## config.mk

```make
export PLATFORM = sky130hd
export DESIGN_NAME = rr_arb_4_1_flat
export DESIGN_NICKNAME = d
export VERILOG_FILES = /design/src/rtl/rr_arb_pkg.sv /design/src/rtl/rr_arb_4_1_if.sv /design/src/rtl/rr_pick.sv /design/src/rtl/rr_arb_4_1.sv /design/src/flat_wrapper.sv
export SDC_FILE = /design/constraint.sdc
export NUM_CORES = 1
export LEC_CHECK = 0
export CAP_MARGIN = 25
export CORE_AREA = 2 2 49 51
export DETAILED_ROUTE_END_ITERATION = 10
export DIE_AREA = 0 0 51 53
export SLEW_MARGIN = 30
export SYNTH_ARGS = -nofsm -noshare
export SYNTH_HDL_FRONTEND = slang
export SYNTH_HIERARCHICAL = 1
export SYNTH_SLANG_ARGS = --single-unit
```

## constraint.sdc

```tcl
create_clock -name CLK -period 4.4 [get_ports CLK]
set_input_delay 1.1 -clock CLK [delete_from_list [all_inputs] [get_ports CLK]]
set_output_delay 1.1 -clock CLK [all_outputs]
set_load 0.03 [all_outputs]
```

## src/rtl/rr_arb_pkg.sv

```systemverilog
// rr_arb_pkg: shared constants and helpers for the 4-way round-robin arbiter.
//   NUM_REQ     number of requesters (A..D)
//   SEL_W       width of the encoded selector index
//   IDLE/GRANT  arbiter FSM state encoding
//   onehot_enc  index -> one-hot grant vector
//   onehot_dec  one-hot grant vector -> index
package rr_arb_pkg;

  localparam int NUM_REQ = 4;
  localparam int SEL_W   = 2;

  // FSM state encoding {IDLE, GRANT}; kept as plain constants for legacy tools.
  localparam logic [0:0] IDLE  = 1'b0;
  localparam logic [0:0] GRANT = 1'b1;

  function automatic logic [NUM_REQ-1:0] onehot_enc(input logic [SEL_W-1:0] idx);
    logic [NUM_REQ-1:0] vec;
    vec = 4'b0000;
    vec[idx] = 1'b1;
    return vec;
  endfunction

  function automatic logic [SEL_W-1:0] onehot_dec(input logic [NUM_REQ-1:0] vec);
    logic [SEL_W-1:0] idx;
    idx = 2'd0;
    for (int i = 0; i < NUM_REQ; i++) begin
      if (vec[i]) begin
        idx = SEL_W'(i);
      end else begin
        idx = idx;
      end
    end
    return idx;
  endfunction

endpackage

```

## src/rtl/rr_arb_4_1_if.sv

```systemverilog
// rr_arb_4_1_if: request/grant bundle between four requesters and the arbiter.
//   req    requesters -> arbiter, one bit per source
//   gnt    arbiter -> requesters, one-hot grant
//   sel    arbiter -> 4:1 selector, encoded grant index
//   valid  arbiter -> consumers, a grant is active
// Modports: master = requester side, slave = arbiter side.
interface rr_arb_4_1_if;

  logic [rr_arb_pkg::NUM_REQ-1:0] req;
  logic [rr_arb_pkg::NUM_REQ-1:0] gnt;
  logic [rr_arb_pkg::SEL_W-1:0]   sel;
  logic                           valid;

  modport master (output req, input gnt, input sel, input valid);
  modport slave  (input req, output gnt, output sel, output valid);

endinterface

```

## src/rtl/rr_pick.sv

```systemverilog
// rr_pick: combinational rotating-priority picker.
//   req     request vector
//   ptr     index given highest priority this decision
//   winner  first requesting index scanning ptr, ptr+1, ... mod 4
//   any     at least one request present
module rr_pick
  import rr_arb_pkg::*;
(
  input  logic [NUM_REQ-1:0] req,
  input  logic [SEL_W-1:0]   ptr,
  output logic [SEL_W-1:0]   winner,
  output logic               any
);

  logic [2*NUM_REQ-1:0] dbl;
  logic [NUM_REQ-1:0]   rot;
  logic [SEL_W-1:0]     off;

  // Doubling the vector lets a plain part-select rotate it so bit k is req[ptr+k].
  assign dbl = {req, req};
  assign rot = dbl[ptr +: NUM_REQ];

  // Fixed-priority search on the rotated vector gives the offset from ptr.
  always_comb begin
    off = 2'd0;
    if (rot[0]) begin
      off = 2'd0;
    end else if (rot[1]) begin
      off = 2'd1;
    end else if (rot[2]) begin
      off = 2'd2;
    end else if (rot[3]) begin
      off = 2'd3;
    end else begin
      off = 2'd0;
    end
  end

  // Offset addition wraps naturally in SEL_W bits.
  assign winner = ptr + off;
  assign any    = |req;

endmodule

```

## src/rtl/rr_arb_4_1.sv

```systemverilog
// rr_arb_4_1: four-requester round-robin arbiter driving a 4:1 selector.
//   CLK        rising-edge clock
//   RST        synchronous active-high reset
//   bus.req    request vector (input)
//   bus.gnt    registered one-hot grant, zero when idle
//   bus.sel    registered grant index, holds its value through idle
//   bus.valid  registered, high while a grant is active
// Parameters: MAX_HOLD (1..2^CNT_W-1) caps consecutive grant cycles when the
// owner is re-arbitrated; CNT_W is the hold counter width.
module rr_arb_4_1
  import rr_arb_pkg::*;
#(
  parameter int MAX_HOLD = 8,
  parameter int CNT_W    = 4
) (
  input logic         CLK,
  input logic         RST,
  rr_arb_4_1_if.slave bus
);

  localparam logic [CNT_W-1:0] HOLD_LIM = CNT_W'(MAX_HOLD);
  localparam logic [CNT_W-1:0] CNT_ONE  = CNT_W'(1);
  localparam logic [CNT_W-1:0] CNT_ZERO = CNT_W'(0);

  logic [0:0]         state;
  logic [SEL_W-1:0]   ptr;
  logic [CNT_W-1:0]   cnt;
  logic [NUM_REQ-1:0] gnt;
  logic [SEL_W-1:0]   sel;
  logic               valid;

  logic               owner_release;
  logic [SEL_W-1:0]   pick_ptr;
  logic [SEL_W-1:0]   win;
  logic               any;

  assign bus.gnt   = gnt;
  assign bus.sel   = sel;
  assign bus.valid = valid;

  // Release when the owner stops asking or has used up its hold budget; on
  // release the picker already sees the advanced pointer so the hand-off
  // happens on the same edge without an idle bubble.
  always_comb begin
    owner_release = 1'b0;
    pick_ptr      = ptr;
    if (state == GRANT) begin
      owner_release = !bus.req[sel] || (cnt == HOLD_LIM);
      if (owner_release) begin
        pick_ptr = sel + 2'd1;
      end else begin
        pick_ptr = ptr;
      end
    end else begin
      owner_release = 1'b0;
      pick_ptr      = ptr;
    end
  end

  rr_pick u_pick (
    .req    (bus.req),
    .ptr    (pick_ptr),
    .winner (win),
    .any    (any)
  );

  // FSM, pointer, hold counter and registered outputs.
  always_ff @(posedge CLK) begin
    if (RST) begin
      state <= IDLE;
      ptr   <= 2'd0;
      cnt   <= CNT_ZERO;
      gnt   <= 4'b0000;
      sel   <= 2'd0;
      valid <= 1'b0;
    end else begin
      case (state)
        IDLE: begin
          if (any) begin
            state <= GRANT;
            gnt   <= onehot_enc(win);
            sel   <= win;
            valid <= 1'b1;
            cnt   <= CNT_ONE;
          end
        end
        GRANT: begin
          if (!owner_release) begin
            // Cannot pass HOLD_LIM: reaching it forces a release.
            cnt <= cnt + CNT_ONE;
          end else begin
            ptr <= pick_ptr;
            if (any) begin
              gnt <= onehot_enc(win);
              sel <= win;
              cnt <= CNT_ONE;
            end else begin
              state <= IDLE;
              gnt   <= 4'b0000;
              valid <= 1'b0;
              cnt   <= CNT_ZERO;
            end
          end
        end
        default: begin
          state <= IDLE;
          gnt   <= 4'b0000;
          valid <= 1'b0;
          cnt   <= CNT_ZERO;
        end
      endcase
    end
  end

endmodule

```

## src/flat_wrapper.sv

```systemverilog
// flat-port wrapper written by rule: the top's interface ports become plain ports
module rr_arb_4_1_flat import rr_arb_pkg::*;
#(
  parameter int MAX_HOLD = 8,
  parameter int CNT_W    = 4
)
  (CLK, RST, bus_req, bus_gnt, bus_sel, bus_valid);
  rr_arb_4_1_if bus_i ();
  input logic CLK;
  input logic RST;
  input wire logic [$bits(bus_i.req)-1:0] bus_req;
  output wire logic [$bits(bus_i.gnt)-1:0] bus_gnt;
  output wire logic [$bits(bus_i.sel)-1:0] bus_sel;
  output wire logic [$bits(bus_i.valid)-1:0] bus_valid;
  assign bus_i.req = bus_req;
  assign bus_gnt = bus_i.gnt;
  assign bus_sel = bus_i.sel;
  assign bus_valid = bus_i.valid;
  rr_arb_4_1 #(.MAX_HOLD(MAX_HOLD), .CNT_W(CNT_W)) u_core (.CLK(CLK), .RST(RST), .bus(bus_i));
endmodule
```

==> results of run 1 <==
==> cells in the final DEF (no fill, tap or decap), types with 2 or more instances in the layout <==
cell type / count
nand3_1: 3
xnor2_1: 2
nor2_1: 11
dfxtp_1: 14
o211ai_1: 2
nand3b_1: 3
ha_1: 3
nor3_1: 2
nor2b_1: 3
buf_4: 2
a31oi_1: 3
clkdlybuf4s50_1: 12
a21oi_1: 6
a32o_1: 4
clkbuf_4: 3
inv_1: 6
nand2_1: 8
mux2i_1: 3
==> synth_stat cells <==
library cell and number:
a21oi_1 6, mux2_4 1, a2bb2oi_1 1, clkbuf_1 2, o311ai_2 1, o21ai_0 1, inv_1 6, nor3_1 2
nor2_1 11, ha_1 3, and3_2 1, nand2_1 8, a31oi_4 1, o211ai_1 2, xor2_1 1, nor2b_4 1
o21a_1 1, a21o_2 1, and2b_1 1, or2_1 1, xnor2_1 2, dfxtp_1 14, mux2i_1 3, nand3b_1 3
nor2b_1 3, or4_1 1, o22ai_1 1, a31oi_1 3, mux2_1 1, a32o_1 4, mux4_2 1, a41oi_1 1
nand3_1 3
==> critical path: cells and delay by family <==
kind | cells | cell delay, ns
compound gates | 4 | 0.73
xor+xnor | 2 | 0.35
simple gates | 3 | 0.36
mux | 2 | 0.85
fa+ha+maj | 1 | 0.18
buf+inv | 1 | 0.47
==> per-stage QoR <==
step | hold WS, ns | std cells | utilization, % | instance area (µm²)
finish | 0.478 | 136 | 47.4 | 1020
global route | 0.498 | 136 | 47.4 | 1020
CTS | 0.475 | 136 | 47.4 | 1020
detailed placement | 0.461 | 132 | 45.7 | 982
global placement | 0.454 | 132 | 45.7 | 982
floorplan | 0.444 | 92 | - | 820
==> where the power goes <==
part	leakage (nW)	internal (mW)	switching (mW)
Sequential	0.115	0.153	0.0188
Combinational	0.261	0.120	0.134
Clock	0.0210	0.0503	0.0423
==> final timing paths <==
kind                      from                 to  slack [ns]  cells past startpoint
max                 bus_req[3]  u_core/bus.gnt[0]        0.52                     13
min          u_core/bus.gnt[1]  u_core/bus.gnt[1]        0.48                      1
max reg2reg  u_core/bus.sel[0]  u_core/bus.gnt[0]        1.36                     12
min reg2reg  u_core/bus.gnt[1]  u_core/bus.gnt[1]        0.48                      1
==> state kept, by name, summed over array words and instances (netlist names) <==
name and cells:
u_core/bus.valid 1, u_core/cnt 4, u_core/state 1, u_core/bus.sel 2, u_core/bus.gnt 4, u_core/ptr 2
==> kinds of logic after synthesis <==
| logic type | after synthesis | synth area share, % |
|---|---|---|
| simple gates | 35 | 22.0 |
| compound gates | 23 | 22.7 |
| flops | 14 | 34.2 |
| buf+inv | 8 | 3.66 |
| mux | 6 | 9.62 |
| xor+xnor | 3 | 3.21 |
| fa+ha+maj | 3 | 4.58 |
==> cell type report <==
| cell class | count | area, µm² |
|---|---|---|
| multi-input cells | 70 | 509 |
| inverters | 6 | 22.5 |
| fillers | 215 | 1130 |
| repair buffers | 14 | 135 |
| well taps | 28 | 35.0 |
| clock buffers | 4 | 36.3 |
| flip-flops and latches | 14 | 280 |
==> per-layer routing <==
layer | share of wire (%) | wire length (µm) | vias to the layer above | GRT usage [%]
li1 | - | - | 369 | -
met1 | 47 | 792 | 354 | 15.9
met2 | 51 | 866 | 7 | 25.8
met3 | 1.8 | 31 | 0 | 2.54
met4 | 0 | 0 | 0 | 8.11
met5 | 0 | 0 | - | 0
==> flow_summary.ini, run 1 <==
[clock_network]
clk_path_buf_depth = 2
cts_tree = done
post_cts_buffers = 0
cts-resized-gates = 0
cts_buffers = 3
cts_root_buffer = clkbuf_4
clock_latency_ns = 0.28
cts-htree-levels = 1
clk_pin_slew_ns = 0.09
cts_sinks = 14
cts_hold_buffers = 0

[synth]
syn_area_per_cell_um2 = 8.91
syn_area_um2 = 820
yosys.area.top_type = dfxtp_1
synth_top_area_share_pct = 34.2
synth_warnings = 6
synth_nets = 101
synth_area_leaders = dfxtp_1 34%, nor2_1 5.0%, a32o_1 4.9%, ha_1 4.6%, a21oi_1 3.7%
synth-seq-area-share_pct = 34.2
synthCells = 92
yosysUniqueCellTypes = 33
ys_seq_elements = 14

[timing]
fmax_mhz = 258
setup_ws_ns = 0.524
hold_viol = 0
relSlewSlack_pct = 63.0
rsz0062_at_grt = false
setup_tns_ns = 0
fin_skew_ns = 0.00750
worst_pin_slew_ns = 0.553
finalCritPeriodShare_pct = 88.1
fin_crit_ns = 3.88
finalMaxSlewViolations = 0
finalSetupViolations = 0

[cells_and_area]
num-nets-final = 118
area_growth_pct = 24.3
drive_gt1_share_pct = 12.0
num_antenna_cells = 0

[routing]
vias_per_cell = 5.37
first_pass_iters = 3
antenna_left = 0
vias = 730
wl_per_cell_um = 12.4
drtIter0Drc = 8
wirelength_um = 1690
drc = 0

[floorplan]
die_h_um = 53
core_mm2 = 0.00215
chipWidth_um = 51
die_area_mm2 = 0.00270
start_util_pct = 38.1
row_count = 17
io_pins = 13

[place]
dp_hpwl_um = 1280
io_buffers = 12
globalplace.congestion = 0.734
pre_cts_ws_ns = 0.212

[worst_hold_path]
min_path_type = register to register

[pwr]
p_per_area_mw_per_mm2 = 509
fin_total_pwr_mw = 0.519
p_leak_nw = 0.397
ir_drop_mv = 0.259

[setup_path]
cp_max_fo = 6
cp_slowest_cell = mux4_2
worstPathCellList = clkdlybuf4s50_1 > mux4_2 > a21o_2 > mux2_4 > and2b_1 > nand2_1 > o211ai_1 > o21a_1 > ha_1 > xnor2_1 > xnor2_1 > nor2_1 > a32o_1
cp-end-kind = register
critPathKind = primary input to register
critPathMaxStageDelay_ns = 0.51
cp.arrival_ns = 4.06
critical_path_required_ns = 4.58
startpoint_type = primary input
cpMostUsedCell = xnor2_1

[global_route]
grt_remaining_overflow = 0
grt_max_degree = 14
antenna_found_initial = 0
grt_pass1_wl_um = 2880
grtUsageTotal_pct = 14.4
grt_pass1_vias = 647

[run_status]
outcome = complete, no violations

[job]
maxCapViolations = 0
No activity file was read; power rests on OpenSTA's default activity.
==> run 2: changes to the inputs <==
Settings changed: CORE_AREA 2 2 49 51 to 2 2 54 56, DIE_AREA 0 0 51 53 to 0 0 56 58, SYNTH_HIERARCHICAL 1 to default.
==> run 2 against run 1 <==
  * Total power increased by 4.2%
  * Sequential power barely moved
  * Design area rose by 21%
  * Die area grew 20%
  * Largest power group unchanged
==> flow_summary.ini, run 2 <==
[floorplan]
row_count = 19
core_mm2 = 0.00266
die_area_mm2 = 0.00325
io_pins = 13
start_util_pct = 38.3
chipWidth_um = 56
die_h_um = 58

[routing]
drc = 0
wl_per_cell_um = 14.6
wirelength_um = 2570
vias_per_cell = 5.63
drtIter0Drc = 29
first_pass_iters = 4
antenna_left = 0
vias = 990

[clock_network]
post_cts_buffers = 0
cts_tree = done
cts_root_buffer = clkbuf_4
cts-resized-gates = 0
clock_latency_ns = 0.29
cts_buffers = 3
cts_hold_buffers = 0
clk_pin_slew_ns = 0.10
clk_path_buf_depth = 2
cts_sinks = 14
cts-htree-levels = 1

[place]
io_buffers = 12
dp_hpwl_um = 1890
globalplace.congestion = 0.952

[synth]
synth_top_area_share_pct = 27.5
ys_seq_elements = 14
yosysUniqueCellTypes = 43
synth_nets = 138
synth_warnings = 0
ys_top_cells_by_count = 14 x dfxtp_1, 14 x nor2_1, 12 x nand2_1
syn_area_per_cell_um2 = 7.90
synth-compound-area-share_pct = 30.9
synth-seq-area-share_pct = 27.5
async_flop_share_pct = 0
synth-xor-area-share_pct = 2.58
synthAdderAreaFrac_pct = 3.68
synth_area_leaders = dfxtp_1 27%, nor2_1 5.2%, a21oi_1 4.4%, nand2_1 4.4%, o21ai_0 3.9%
synth.area.mux_share_pct = 7.36
syn_area_mm2 = 0.00102
synthSimpleGateAreaFrac_pct = 21.8
yosys.area.top_type = dfxtp_1
synthCells = 129
synth_top_family_by_area = compound AO/OA/AOI/OAI gates
ys.flop_type = dfxtp_1
synth_edf_count = 0

[pwr]
p_leak_nw = 0.476
pwr-share-seq_pct = 32.1
power.internal_mw = 0.322
combPwrFrac_pct = 49.5
p_per_area_mw_per_mm2 = 440
p_switching_mw = 0.218
p_sw_share_pct = 40.4
p_clk_share_pct = 18.4
ir_drop_mv = 0.271

[setup_path]
cp_slowest_cell = mux4_2
worstReg2RegEnd = u_core.bus.gnt[0]
r2r_setup_slack_ns = 1.07
critPathKind = primary input to register
cp_max_fo = 6
worstPathCellList = clkdlybuf4s50_1 > mux4_2 > a21oi_4 > o21ai_2 > o21ai_0 > a21o_1 > o21ai_0 > mux2_2 > ha_1 > xnor2_1 > or2_1 > o211a_4 > a32o_1
critPathBufInv = 1
cp-end-kind = register
cpMostUsedCell = o21ai_0
path_delay_family = compound AO/OA/AOI/OAI gates
cp.arrival_ns = 4.22
startpoint_type = primary input
reg2reg_from = u_core.bus.sel[1]
rr_worst_depth = 12
critical_path_required_ns = 4.60
critPathMaxStageDelay_ns = 0.55

[worst_hold_path]
min_to = u_core.bus.gnt[1]
hold_depth = 1
worstHoldStart = u_core.bus.gnt[1]
min_path_type = register to register

[timing]
fin_skew_ns = 0.00764
fin_crit_ns = 4.02
setup_tns_ns = 0
finalSetupViolations = 0
hold_viol = 0
worst_pin_slew_ns = 0.577
relSlewSlack_pct = 60.5
rsz0062_at_grt = false
hold_slack_ns = 0.484
finalCritPeriodShare_pct = 91.3
finalMaxSlewViolations = 0
fmax_mhz = 249

[cells_and_area]
layout_common_cells = 14 x nor2_1, 14 x dfxtp_1, 12 x nand2_1, 12 x clkdlybuf4s50_1, 9 x a21oi_1
drive_gt1_share_pct = 13.1
reg_top3 = u_core.bus.gnt: 4 flops, u_core.cnt: 4 flops
num-nets-final = 155
num_antenna_cells = 0
area_growth_pct = 20.4

[global_route]
antenna_found_initial = 0
grt_pass1_vias = 940
grtUsageTotal_pct = 16.9
grt_pass1_wl_um = 4350
grt_max_degree = 13
grt_remaining_overflow = 0

[job]
maxCapViolations = 0

[run_status]
outcome = complete, no violations
## run 2: worst max path at each step
| stage | cells after the start | slack (ns) | from | endpoint |
|---|---|---|---|---|
| 2_1_floorplan | 13 | 0.55 | bus_req[2] | u_core.bus.gnt[0] |
| 3_3_place_gp | 13 | 0.11 | bus_req[3] | u_core.bus.gnt[0] |
| 3_5_place_dp | 13 | 0.07 | bus_req[3] | u_core.bus.gnt[0] |
| 4_1_cts | 13 | 0.38 | bus_req[3] | u_core.bus.gnt[0] |
| 5_1_grt | 13 | 0.26 | bus_req[3] | u_core.bus.gnt[0] |
| 6_report | 13 | 0.38 | bus_req[3] | u_core.bus.gnt[0] |
## run 2: cell families after synthesis
family | Yosys count
flops | 14
mux | 6
compound gates | 43
xor+xnor | 3
simple gates | 46
fa+ha+maj | 3
buf+inv | 14
## run 2: per-layer routing
metal	global-route usage, %	up-vias	wire length (µm)
li1	-	501	-
met1	21.7	459	1190
met2	28.4	25	1250
met3	3.57	5	105
met4	5.78	0	31
met5	0	-	0
## run 2: per-stage QoR
stage | cell area (µm²) | instances | total power [mW] | util (%) | worst slack [ns]
3_3_place_gp | 1190 | 172 | 0.437 | 44.7 | 0.115
4_1_cts | 1230 | 176 | 0.542 | 46.1 | 0.378
3_5_place_dp | 1190 | 172 | 0.441 | 44.7 | 0.0654
6_report | 1230 | 176 | 0.540 | 46.1 | 0.382
5_1_grt | 1230 | 176 | 0.575 | 46.1 | 0.257
2_1_floorplan | 1020 | 129 | 0.372 | - | 0.554
## run 2: power by group through the flow
stage	registers, mW	logic (mW)	clock network, mW
after CTS	0.173	0.267	0.102
final	0.173	0.267	0.0996
after detailed placement	0.176	0.265	0
after global placement	0.176	0.261	0
after global routing	0.177	0.292	0.107
after floorplan	0.198	0.174	0
## run 2: layout make-up
class,count,area (µm²)
fill,288,1440
multi-input combinational,101,677
sequential,14,280
timing repair buffer,18,165
tap,31,38.8
clock buffer,4,36.3
inverter,8,30.0
## run 2: worst reg2reg max path, stage by stage, from the launching register on
cell     delay [ns]
dfxtp_1        0.51
mux4_2         0.61
a21oi_4        0.25
o21ai_2        0.14
o21ai_0        0.16
a21o_1         0.12
o21ai_0        0.08
mux2_2         0.27
ha_1           0.21
xnor2_1        0.15
or2_1          0.24
o211a_4        0.25
a32o_1         0.24
==> run 3: changes to the inputs <==
Settings changed: CORE_AREA 2 2 54 56 to 4 4 56 58, DIE_AREA 0 0 56 58 to 0 0 60 62.
==> run 3 against run 2 <==
  * Flip-flop and latch count unchanged
  * Clock-buffer cell count unchanged
  * Largest power group unchanged
  * Maximum frequency down 0.24%
  * Clock skew down 0.0029 ns
  * Critical endpoint unchanged
  * Routed wire length down 1.0%
  * Core utilization unchanged
  * Die area up 15%
  * First-iteration DRC count down 41%
==> flow_summary.ini, run 3 (synthesized netlist as in run 2, its figures left out) <==
[timing]
rsz0062_at_grt = false
fin_skew_ns = 0.00479
fin_crit_ns = 4.03
hold_slack_ns = 0.483
relSlewSlack_pct = 64.6
hold_viol = 0
finalCritPeriodShare_pct = 91.5
setup_tns_ns = 0
worst_pin_slew_ns = 0.518
setup_ws_ns = 0.372
fmax_mhz = 248
finalSetupViolations = 0
finalMaxSlewViolations = 0

[setup_path]
cp_slowest_cell = mux4_2
cp-end-kind = register
critPathLaunch = bus_req[3]
reg2reg_from = u_core.bus.sel[1]
critPathMaxStageDelay_ns = 0.54
cp.arrival_ns = 4.21
cp_max_fo = 5
startpoint_type = primary input
worstPathCellList = clkdlybuf4s50_1 > mux4_2 > a21oi_4 > o21a_1 > nand2_1 > a22oi_1 > o22ai_1 > mux2_2 > ha_1 > xnor2_1 > or2_1 > o211a_4 > a32o_1
critPathKind = primary input to register
critical_path_required_ns = 4.59

[floorplan]
core_mm2 = 0.00266
start_util_pct = 38.3
row_count = 19
die_area_mm2 = 0.00372
die_h_um = 62
chipWidth_um = 60
io_pins = 13

[routing]
drc = 0
wirelength_um = 2550
vias_per_cell = 5.61
vias = 987
first_pass_iters = 4
wl_per_cell_um = 14.5
antenna_left = 0
drtIter0Drc = 17

[clock_network]
cts_sinks = 14
clk_path_buf_depth = 2
clock_latency_ns = 0.28
cts-htree-levels = 1
cts_tree = done
clk_pin_slew_ns = 0.09
cts_root_buffer = clkbuf_4
post_cts_buffers = 0
cts_buffers = 3
cts-resized-gates = 0
cts_hold_buffers = 0

[place]
io_buffers = 12
globalplace.congestion = 0.942
pre_cts_ws_ns = 0.0455
dp_hpwl_um = 2000
placed_cell_area_mm2 = 0.00119

[pwr]
p_per_area_mw_per_mm2 = 438
p_leak_nw = 0.476
ir_drop_mv = 0.292

[cells_and_area]
area_growth_pct = 20.4
reg_top3 = u_core.bus.gnt: 4 flops, u_core.cnt: 4 flops
regArea_um2 = 280
n_fill_cell = 266
finish.instance_area_mm2 = 0.00123
drive_gt1_share_pct = 13.1
num_antenna_cells = 0
layout_common_cells = 14 x nor2_1, 14 x dfxtp_1, 12 x nand2_1, 12 x clkdlybuf4s50_1, 9 x a21oi_1
num-nets-final = 155
multi_input_area_um2 = 677

[global_route]
antenna_found_initial = 0
grt_max_degree = 13
grt_remaining_overflow = 0
grt_pass1_wl_um = 4360
grt_pass1_vias = 1014
grtUsageTotal_pct = 15.4

[worst_hold_path]
worstHoldStart = u_core.bus.gnt[0]
min_path_type = register to register

[job]
maxCapViolations = 0

[run_status]
outcome = complete, no violations
[run 3: area by class of cell]
class,instances,area share [%]
Clock buffer,4,2.96
Timing Repair Buffer,18,13.5
Multi-Input combinational cell,101,55.1
Tap cell,31,3.16
Inverter,8,2.45
Sequential cell,14,22.8
[run 3: through the flow]
stage	power [mW]	instances	utilization, %
after global routing	0.572	176	46.1
after global placement	0.438	172	44.7
after detailed placement	0.444	172	44.7
final	0.537	176	46.1
after floorplan	0.372	129	-
after CTS	0.542	176	46.1
[run 3: power by group]
part           switching (mW)  internal [mW]
Clock                  0.0456         0.0503
Sequential             0.0252          0.149
Combinational           0.145          0.123
[run 3: per-layer routing]
layer,part of all wire [%],routed length [µm],track usage (%)
met5,0,0,0
met4,2.0,50,6.65
met3,3.2,81,2.89
met2,51,1290,26.2
met1,44,1120,19.0
[run 3: path summary, 6_finish.rpt]
kind                            slack, ns                end  cells past startpoint
worst max-delay path                 0.37  u_core.bus.gnt[0]                     13
worst min-delay path                 0.48  u_core.bus.gnt[0]                      1
worst max register to register       1.03  u_core.bus.gnt[0]                     12
worst min register to register       0.48  u_core.bus.gnt[0]                      1
[run 3: critical path, delay by kind of cell]
kind                       cells  cell delay, ns
adders and majority gates      1            0.21
buffers and inverters          1            0.43
muxes                          2            0.82
AOI/OAI and AO/OA              6            1.19
and+or+nand+nor                2            0.32
xor gates and xnor gates       1            0.15
